===== src/rtl/imm_extend_pipe_pkg.sv =====
// imm_extend_pipe_pkg: immediate format codes and shared constants for the decode-stage immediate unit.
package imm_pkg;
   localparam int INSTR_W = 32;
   localparam int XLEN32 = 32;
   localparam int XLEN64 = 64;
   typedef enum logic [2:0] {
      IMM_I   = 3'd0,
      IMM_U   = 3'd1,
      IMM_S   = 3'd2,
      IMM_B   = 3'd3,
      IMM_J   = 3'd4,
      IMM_Z   = 3'd5,
      IMM_SH  = 3'd6,
      IMM_ILL = 3'd7
   } imm_src_e;
   function automatic logic xlen_ok(int w);
      return w == XLEN32 || w == XLEN64;
   endfunction
endpackage


===== src/rtl/imm_extend_pipe_if.sv =====
// imm_extend_pipe_if: valid/ready request and response bundle of the immediate unit.
interface imm_extend_pipe_if #(parameter int DATA_WIDTH = 32);
   logic                  flush;
   logic                  in_valid;
   logic                  in_ready;
   logic [31:0]           instr_i;
   logic [DATA_WIDTH-1:0] pc_i;
   logic [2:0]            ImmSrc;
   logic                  out_valid;
   logic                  out_ready;
   logic [DATA_WIDTH-1:0] Imm_o;
   logic [DATA_WIDTH-1:0] target_o;
   logic                  illegal_o;
   modport master (
      output flush, in_valid, instr_i, pc_i, ImmSrc, out_ready,
      input  in_ready, out_valid, Imm_o, target_o, illegal_o
   );
   modport slave (
      input  flush, in_valid, instr_i, pc_i, ImmSrc, out_ready,
      output in_ready, out_valid, Imm_o, target_o, illegal_o
   );
endinterface


===== src/rtl/imm_extend_pipe_decode.sv =====
// imm_decode: combinational RISC-V immediate extraction and extension to DATA_WIDTH.
module imm_decode
   import imm_pkg::*;
#(
   parameter int DATA_WIDTH = 32
) (
   input  logic [31:0]           instr,
   input  imm_src_e              src,
   output logic [DATA_WIDTH-1:0] imm,
   output logic                  illegal
);
   logic [31:0] raw;
   logic        unused_opcode;
   assign unused_opcode = ^instr[6:0];
   // Every format is first built as a 32-bit sign-correct value; zero-extended formats keep bit 31 clear.
   always_comb begin
      raw = '0;
      illegal = 1'b0;
      case (src)
         IMM_I:   raw = {{20{instr[31]}}, instr[31:20]};
         IMM_U:   raw = {instr[31:12], 12'b0};
         IMM_S:   raw = {{20{instr[31]}}, instr[31:25], instr[11:7]};
         IMM_B:   raw = {{19{instr[31]}}, instr[31], instr[7], instr[30:25], instr[11:8], 1'b0};
         IMM_J:   raw = {{11{instr[31]}}, instr[31], instr[19:12], instr[20], instr[30:21], 1'b0};
         IMM_Z:   raw = {27'b0, instr[19:15]};
         IMM_SH:  raw = DATA_WIDTH == XLEN64 ? {26'b0, instr[25:20]} : {27'b0, instr[24:20]};
         default: illegal = 1'b1;
      endcase
      imm = DATA_WIDTH'($signed(raw));
   end
endmodule


===== src/rtl/imm_extend_pipe.sv =====
// imm_extend_pipe: immediate generator and pc+imm adder behind a two-entry valid/ready skid buffer.
module imm_extend_pipe
   import imm_pkg::*;
#(
   parameter int DATA_WIDTH = 32
) (
   input logic               clk,
   input logic               rst_n,
   imm_extend_pipe_if.slave  bus
);
   typedef struct packed {
      logic [DATA_WIDTH-1:0] imm;
      logic [DATA_WIDTH-1:0] target;
      logic                  illegal;
   } payload_t;
   if (!xlen_ok(DATA_WIDTH)) begin : g_bad_width
      $error("imm_extend_pipe: DATA_WIDTH must be 32 or 64");
   end
   payload_t              m_q, s_q, new_p;
   logic                  m_valid, s_valid, accept, m_free, illegal;
   logic [DATA_WIDTH-1:0] imm;
   imm_decode #(.DATA_WIDTH(DATA_WIDTH)) u_decode (
      .instr   (bus.instr_i),
      .src     (imm_src_e'(bus.ImmSrc)),
      .imm     (imm),
      .illegal (illegal)
   );
   always_comb begin
      new_p.imm = imm;
      new_p.target = bus.pc_i + imm;
      new_p.illegal = illegal;
   end
   // in_ready deliberately ignores out_ready so no combinational path crosses the buffer.
   assign bus.in_ready  = !s_valid && !bus.flush;
   assign accept        = bus.in_valid && bus.in_ready;
   assign m_free        = !m_valid || bus.out_ready;
   assign bus.out_valid = m_valid;
   assign bus.Imm_o     = m_q.imm;
   assign bus.target_o  = m_q.target;
   assign bus.illegal_o = m_q.illegal;
   always_ff @(posedge clk) begin
      if (!rst_n) begin
         m_valid <= 1'b0;
         s_valid <= 1'b0;
         m_q <= '0;
         s_q <= '0;
      end else if (bus.flush) begin
         m_valid <= 1'b0;
         s_valid <= 1'b0;
      end else if (m_free) begin
         m_valid <= s_valid || accept;
         s_valid <= 1'b0;
         if (s_valid) m_q <= s_q;
         else if (accept) m_q <= new_p;
      end else if (accept) begin
         s_valid <= 1'b1;
         s_q <= new_p;
      end
   end
endmodule

===== src/flat_wrapper.sv =====
// flat-port wrapper written by rule: the top's interface ports become plain ports
module imm_extend_pipe_flat import imm_pkg::*;
#(
   parameter int DATA_WIDTH = 32
)
  (clk, rst_n, bus_flush, bus_in_valid, bus_instr_i, bus_pc_i, bus_ImmSrc, bus_out_ready, bus_in_ready, bus_out_valid, bus_Imm_o, bus_target_o, bus_illegal_o);
  imm_extend_pipe_if #(.DATA_WIDTH(DATA_WIDTH)) bus_i ();
  input logic clk;
  input logic rst_n;
  input wire logic [$bits(bus_i.flush)-1:0] bus_flush;
  input wire logic [$bits(bus_i.in_valid)-1:0] bus_in_valid;
  input wire logic [$bits(bus_i.instr_i)-1:0] bus_instr_i;
  input wire logic [$bits(bus_i.pc_i)-1:0] bus_pc_i;
  input wire logic [$bits(bus_i.ImmSrc)-1:0] bus_ImmSrc;
  input wire logic [$bits(bus_i.out_ready)-1:0] bus_out_ready;
  output wire logic [$bits(bus_i.in_ready)-1:0] bus_in_ready;
  output wire logic [$bits(bus_i.out_valid)-1:0] bus_out_valid;
  output wire logic [$bits(bus_i.Imm_o)-1:0] bus_Imm_o;
  output wire logic [$bits(bus_i.target_o)-1:0] bus_target_o;
  output wire logic [$bits(bus_i.illegal_o)-1:0] bus_illegal_o;
  assign bus_i.flush = bus_flush;
  assign bus_i.in_valid = bus_in_valid;
  assign bus_i.instr_i = bus_instr_i;
  assign bus_i.pc_i = bus_pc_i;
  assign bus_i.ImmSrc = bus_ImmSrc;
  assign bus_i.out_ready = bus_out_ready;
  assign bus_in_ready = bus_i.in_ready;
  assign bus_out_valid = bus_i.out_valid;
  assign bus_Imm_o = bus_i.Imm_o;
  assign bus_target_o = bus_i.target_o;
  assign bus_illegal_o = bus_i.illegal_o;
  imm_extend_pipe #(.DATA_WIDTH(DATA_WIDTH)) u_core (.clk(clk), .rst_n(rst_n), .bus(bus_i));
endmodule

===== config.mk =====
export PLATFORM = sky130hd
export DESIGN_NAME = imm_extend_pipe_flat
export DESIGN_NICKNAME = d
export VERILOG_FILES = /design/src/rtl/imm_extend_pipe_pkg.sv /design/src/rtl/imm_extend_pipe_if.sv /design/src/rtl/imm_extend_pipe_decode.sv /design/src/rtl/imm_extend_pipe.sv /design/src/flat_wrapper.sv
export SDC_FILE = /design/constraint.sdc
export NUM_CORES = 1
export LEC_CHECK = 0
export CORE_UTILIZATION = 53
export DETAILED_ROUTE_END_ITERATION = 12
export PLACE_DENSITY = 0.9
export SYNTH_ARGS = -nofsm -noshare
export SYNTH_HDL_FRONTEND = slang
export SYNTH_SLANG_ARGS = --single-unit

===== constraint.sdc =====
create_clock -name clk -period 5.5 [get_ports clk]
set_clock_uncertainty 0.2 [all_clocks]
set_input_delay 0.825 -clock clk [delete_from_list [all_inputs] [get_ports clk]]
set_output_delay 0.825 -clock clk [all_outputs]
set_load 0.01 [all_outputs]

==> metrics, run 1 <==
run status=completed; worst endpoint data arrival time=5.16 ns; Clock H-tree levels=4; total track usage=29.29%; initial antenna violation count=0; Nets=1180; xor and xnor area share after synthesis=2.989%; mux contribution to synthesized area=2.233%; Post-synth EDFFs=0; CTS tree=built; Critical Path Sink Type=register; antenna cells=0; share of cells above drive strength 1=4.968%; die area=14860 um^2; via count=7558; pwr dens=280.4 nW/um^2; Initial Util=54.68%; synth unique cells=57; crit path kind=in -> reg; TritonCTS buffer count=17; GPL Wtd Cong=0.9426; Post-Syn Nets=1088; first-pass GRT wire length=34.07 mm; most frequent cells in the layout=nand2_1, dfxtp_1, clkdlybuf4s50_1, o21ai_0, a21oi_1; Tightest Hold Check Type=reg -> reg; sequential share of power=37.8%; final hold vios=0; post-layout util=68.66%; RSZ-0062 raised after global routing=no; synthesized area=7620 um^2; final total power=2683 uW; Layout area overhead=25.57%; via count of the first global-routing pass=7045; peak fanout along the critical path=14; Max Cap Viol=0; num rows=43; Final setup violation count=0; Seq cells post-synth=132; post-synthesis simple-gate area fraction=21.69%; clock latency on the worst-skew pair=0.43 ns; DP HPWL=14.85 mm; DRC=0; Clock Sinks=132; Post-CTS Setup Repair Bufs=0; clock share of power=39.9%; Psw=767.4 uW; Via density=5.965; Slew Viols, Final=0; Sum Neg Setup Slack=0 ns; Antenna Nets Post-Route=0; DRT Pass-1 Iters=5; commonest non-fill, non-tap cell in the layout=nand2_1; Resize count post-CTS=0; largest net degree at the start of global routing=114; Seq/Total Area, Yosys=34.68%; FF-to-FF setup slack=2.97 ns; syn avg cell area=7.744 um^2; DP Cell Count=1237; prevailing post-synth register cell=dfxtp_1; final worst path period share=92.24%; total grt overflow=0; worst vdd ir=212.3 uV; Int Pwr=1915 uW; type of origin of the critical path=input pin; Die W=121.9 um; switch share=28.61%; Bufs on Longest Clock Path=2; Async S/R FF share, synth=0%; Max-Slew Margin vs Limit=23.46%; PortBufs=131; FMAX=197.1 MHz; Synth Area in Adders=5.353%; largest family of logic cells by synthesized area=compound AO/OA/AOI/OAI gates; total I/O pin count=139; Core Box Area=13930 um^2; Logic pwr share=22.3%; Post-CTS Hold Fix Bufs=0; Worst-Margin Slew=1.148 ns; DR iter-0 viols=803; Cells after Synth=984; routed len/inst=16.78 um; Pleak=0.004085 uW; Final Critical Period=5.073 ns; non-filler cells, final=1267; hold slack=0.2644 ns; Root Buffer=clkbuf_16; worst path required time=5.59 ns; CTS clk-pin slew, worst paths=0.05 ns; Synthesis Warnings=0; die height=121.9 um; post-synthesis compound-gate area fraction=28.01%; final WL=21.26 mm
per-stage QoR:
stage          area (um^2)  setup WS, ns
6_report              9568        0.4266
3_3_place_gp          9007        0.3812
4_1_cts               9568        0.6397
2_1_floorplan         7620         1.177
5_1_grt               9568        0.2204
3_5_place_dp          9007        0.2615
routing by layer:
| metal | up-vias | global-route usage [%] | wire, um | share of wire (%) |
|---|---|---|---|---|
| li1 | 3657 | - | - | - |
| met1 | 3504 | 36.89 | 8952 | 42 |
| met2 | 332 | 46.50 | 9880 | 46 |
| met3 | 65 | 6.601 | 1540 | 7.2 |
| met4 | 0 | 15.43 | 888 | 4.2 |
| met5 | - | 0 | 0 | 0 |
power groups by stage:
| stage | registers, uW | clock network [uW] | logic, uW |
|---|---|---|---|
| after CTS | 1010 | 1090 | 589 |
| after global placement | 1030 | 0 | 568 |
| after global routing | 1020 | 1130 | 649 |
| final | 1010 | 1070 | 599 |
| after floorplan | 1050 | 0 | 346 |
| after detailed placement | 1030 | 0 | 581 |
layout make-up:
type                       instances  area [um^2]
multi-input combinational        750         4604
fill                            1098         4367
sequential                       132         2646
timing repair buffer             143         1411
clock buffer                      21        481.7
tap                              180        225.2
inverter                          32        120.1
clock inverter                     9        78.83
synth_stat cells, types with 2 or more instances:
cell type	count	area (um^2)
a211oi_1	2	15.01
a21boi_0	27	202.7
a21o_1	12	90.09
a21oi_1	81	405.4
a221o_1	2	20.02
a22o_1	4	35.03
a31oi_1	6	37.54
and2_1	34	212.7
and3_1	5	31.28
and4_1	2	17.52
buf_1	6	22.52
clkbuf_1	63	236.5
dfxtp_1	132	2643
ha_1	31	387.9
inv_1	32	120.1
mux2i_1	17	170.2
nand2_1	177	664.4
nand2b_1	9	56.30
nand3_1	30	150.1
nand3b_1	4	30.03
nand4_1	8	50.05
nand4b_1	2	17.52
nor2_1	45	168.9
nor2b_1	8	50.05
nor3_1	8	40.04
nor3b_1	11	82.58
o211a_1	42	420.4
o211ai_1	22	165.2
o21a_1	2	15.01
o21ai_0	94	470.5
o21bai_1	3	22.52
o311ai_0	2	17.52
o31a_1	5	43.79
o31ai_1	6	45.04
or3_1	4	25.02
xnor2_1	14	122.6
xor2_1	12	105.1
sequential cells by signal, summed over array words and instances, names as in the netlist:
signal,flops
u_core.bus.Imm_o,32
u_core.bus.illegal_o,1
u_core.bus.out_valid,1
u_core.bus.target_o,32
u_core.s_q,65
u_core.s_valid,1
logic make-up after synthesis:
group,after synthesis
and+or+nand+nor,354
AOI/OAI and AO/OA,321
DFF,132
buffers and inverters,102
adders and majority gates,32
xor gates and xnor gates,26
muxes,17
critical path, cell delays in order:
cell and delay [ns]:
clkdlybuf4s50_1 0.64, nor2b_1 0.39, nor2_1 0.16, a22o_1 0.22, a21oi_1 0.47, inv_1 0.12, ha_1 0.31, a21oi_1 0.21
nand4b_1 0.24, a21oi_1 0.12, a2111oi_2 0.59, o31ai_1 0.26, a21oi_1 0.22, xnor2_1 0.23, o211ai_1 0.16
path summary, 6_finish.rpt:
path / startpoint / endpoint / cells past startpoint
setup / recovery: bus_ImmSrc[2] / u_core.bus.target_o[25] / 15
hold / removal: u_core.s_q[18] / u_core.s_q[18] / 2
setup reg to reg: u_core.bus.out_valid / u_core.s_q[9] / 6
hold reg to reg: u_core.s_q[18] / u_core.s_q[18] / 2
Power figures use the tool's default switching activity.
==> run 2: changes to the inputs <==
--- a/config.mk
+++ b/config.mk
@@ -5,6 +5,7 @@
 export SDC_FILE = /design/constraint.sdc
 export NUM_CORES = 1
 export LEC_CHECK = 0
+export CORE_MARGIN = 4
 export CORE_UTILIZATION = 53
 export DETAILED_ROUTE_END_ITERATION = 12
 export PLACE_DENSITY = 0.9
==> run 2 against run 1 <==
Against the previous run: sequential power about the same; largest cell class unchanged; routed wire length decreased by 0.25%; total power increased by 8.7%; sequential share of layout area decreased by 0.33 points; highest routed layer unchanged.
==> metrics, run 2 (synthesized netlist as in run 1, its figures left out) <==
run status=completed; worst vdd ir=269.9 uV; initial antenna violation count=0; pwr dens=301.1 nW/um^2; DR iter-0 viols=686; clock latency on the worst-skew pair=0.43 ns; crit path kind=in -> reg; CTS tree=built; Die W=127.9 um; final worst path period share=89.14%; total I/O pin count=139; Tightest Hold Check Type=reg -> reg; cell with the most instances on the worst path=a21oi_1; Root Buffer=clkbuf_16; Via density=5.887; total grt overflow=0; TritonCTS buffer count=17; Biggest register=u_core.s_q; num rows=43; design area=9684 um^2; total track usage=25.65%; RSZ-0062 raised after global routing=no; final hold vios=0; DP HPWL=14.91 mm; Max Cap Viol=0; Core Box Area=13990 um^2; Nets=1181; die area=16360 um^2; worst path required time=5.60 ns; Final setup violation count=0; Post-CTS Hold Fix Bufs=0; Post-DP Area=9002 um^2; Max-Slew Margin vs Limit=38.82%; peak fanout along the critical path=14; Worst path max stage delay=0.63 ns; Final Critical Period=4.903 ns; most frequent cells in the layout=nand2_1, dfxtp_1, clkdlybuf4s50_1, o21ai_0, a21oi_1; Resize count post-CTS=0; die height=127.9 um; first-pass GRT wire length=33.78 mm; Clock Sinks=132; routed len/inst=16.70 um; Pleak=0.004144 uW; largest net degree at the start of global routing=101; type of origin of the critical path=input pin; Sum Neg Setup Slack=0 ns; share of cells above drive strength 1=5.321%; Worst-Margin Slew=0.9176 ns; Clock H-tree levels=4; Critical Path Sink Type=register; CP Cell Sequence=clkdlybuf4s50_1 -> nor2b_1 -> nor2_1 -> a22o_1 -> a21oi_1 -> inv_1 -> ha_1 -> nor2b_1 -> o31a_1 -> o31ai_2 -> a21oi_1 -> o2111ai_1 -> a21oi_1 -> xnor2_1 -> o211ai_1; DRT Pass-1 Iters=5; antenna cells=0; CTS clk-pin slew, worst paths=0.06 ns; FMAX=204.0 MHz; DRC=0; Antenna Nets Post-Route=0; Post-CTS Setup Repair Bufs=0; final WL=21.21 mm; Slew Viols, Final=0; max FFs per register=65; Layout area overhead=27.09%; Initial Util=54.47%; worst endpoint data arrival time=5.00 ns; commonest non-fill, non-tap cell in the layout=nand2_1; PortBufs=131; via count of the first global-routing pass=6963; via count=7476; GPL Wtd Cong=0.9089; Bufs on Longest Clock Path=2; Slowest cell on crit path=clkdlybuf4s50_1
-- run 2: cell count changes in the layout (fill, tap and decap cells not counted), sizes merged --
cell	before	now
clkbuf	21	19
clkinvlp	2	1
buf	13	14
bufinv	1	6
-- run 2: path summary, 6_finish.rpt --
kind,to,slack [ns],depth (start not counted),from
setup / recovery,u_core.bus.target_o[26],0.60,15,bus_ImmSrc[2]
hold / removal,u_core.bus.Imm_o[24],0.27,2,u_core.bus.Imm_o[24]
setup reg to reg,u_core.s_q[39],2.91,6,u_core.s_valid
hold reg to reg,u_core.bus.Imm_o[24],0.27,2,u_core.bus.Imm_o[24]
-- run 2: metrics by stage --
step                      std cells  utilization, %  total power, uW  hold WS [ns]  worst slack, ns
final                          1270           69.23             2916        0.2659           0.5974
after floorplan                 984               -             1392        0.2356            1.177
after CTS                      1270           69.23             2918        0.2606           0.7171
after global placement         1238           64.36             1602        0.2437           0.4115
after detailed placement       1238           64.36             1613        0.2528           0.2942
after global routing           1270           69.23             3031        0.2912           0.3011
-- run 2: critical path: cells and delay by family --
| family | cells | cell delay, ns |
|---|---|---|
| compound gates | 8 | 2.04 |
| fa+ha+maj | 1 | 0.33 |
| xor+xnor | 1 | 0.36 |
| buf+inv | 2 | 0.75 |
| simple gates | 3 | 0.70 |
-- run 2: per-layer routing --
metal	global-route usage, %	up-vias	share of wire (%)
met3	5.708	57	7.6
li1	-	3670	-
met4	11.05	0	2.9
met1	33.01	3452	43
met5	0	-	0
met2	41.40	297	47
-- run 2: report_power, final --
part	switching, uW	internal [uW]	total [uW]	leakage [uW]
Combinational	335	259	594	0.00274
Sequential	19.9	993	1010	0.00107
Clock	435	873	1310	0.000333
Total	790	2130	2920	0.00414
-- run 2: area by class of cell --
class	instances	area (um^2)
Fill cell	1105	4304
Timing Repair Buffer	144	1406
Clock buffer	19	452.9
Clock inverter	13	229.0
Inverter	32	120.1
Tap cell	180	225.2
Sequential cell	132	2646
Multi-Input combinational cell	750	4604
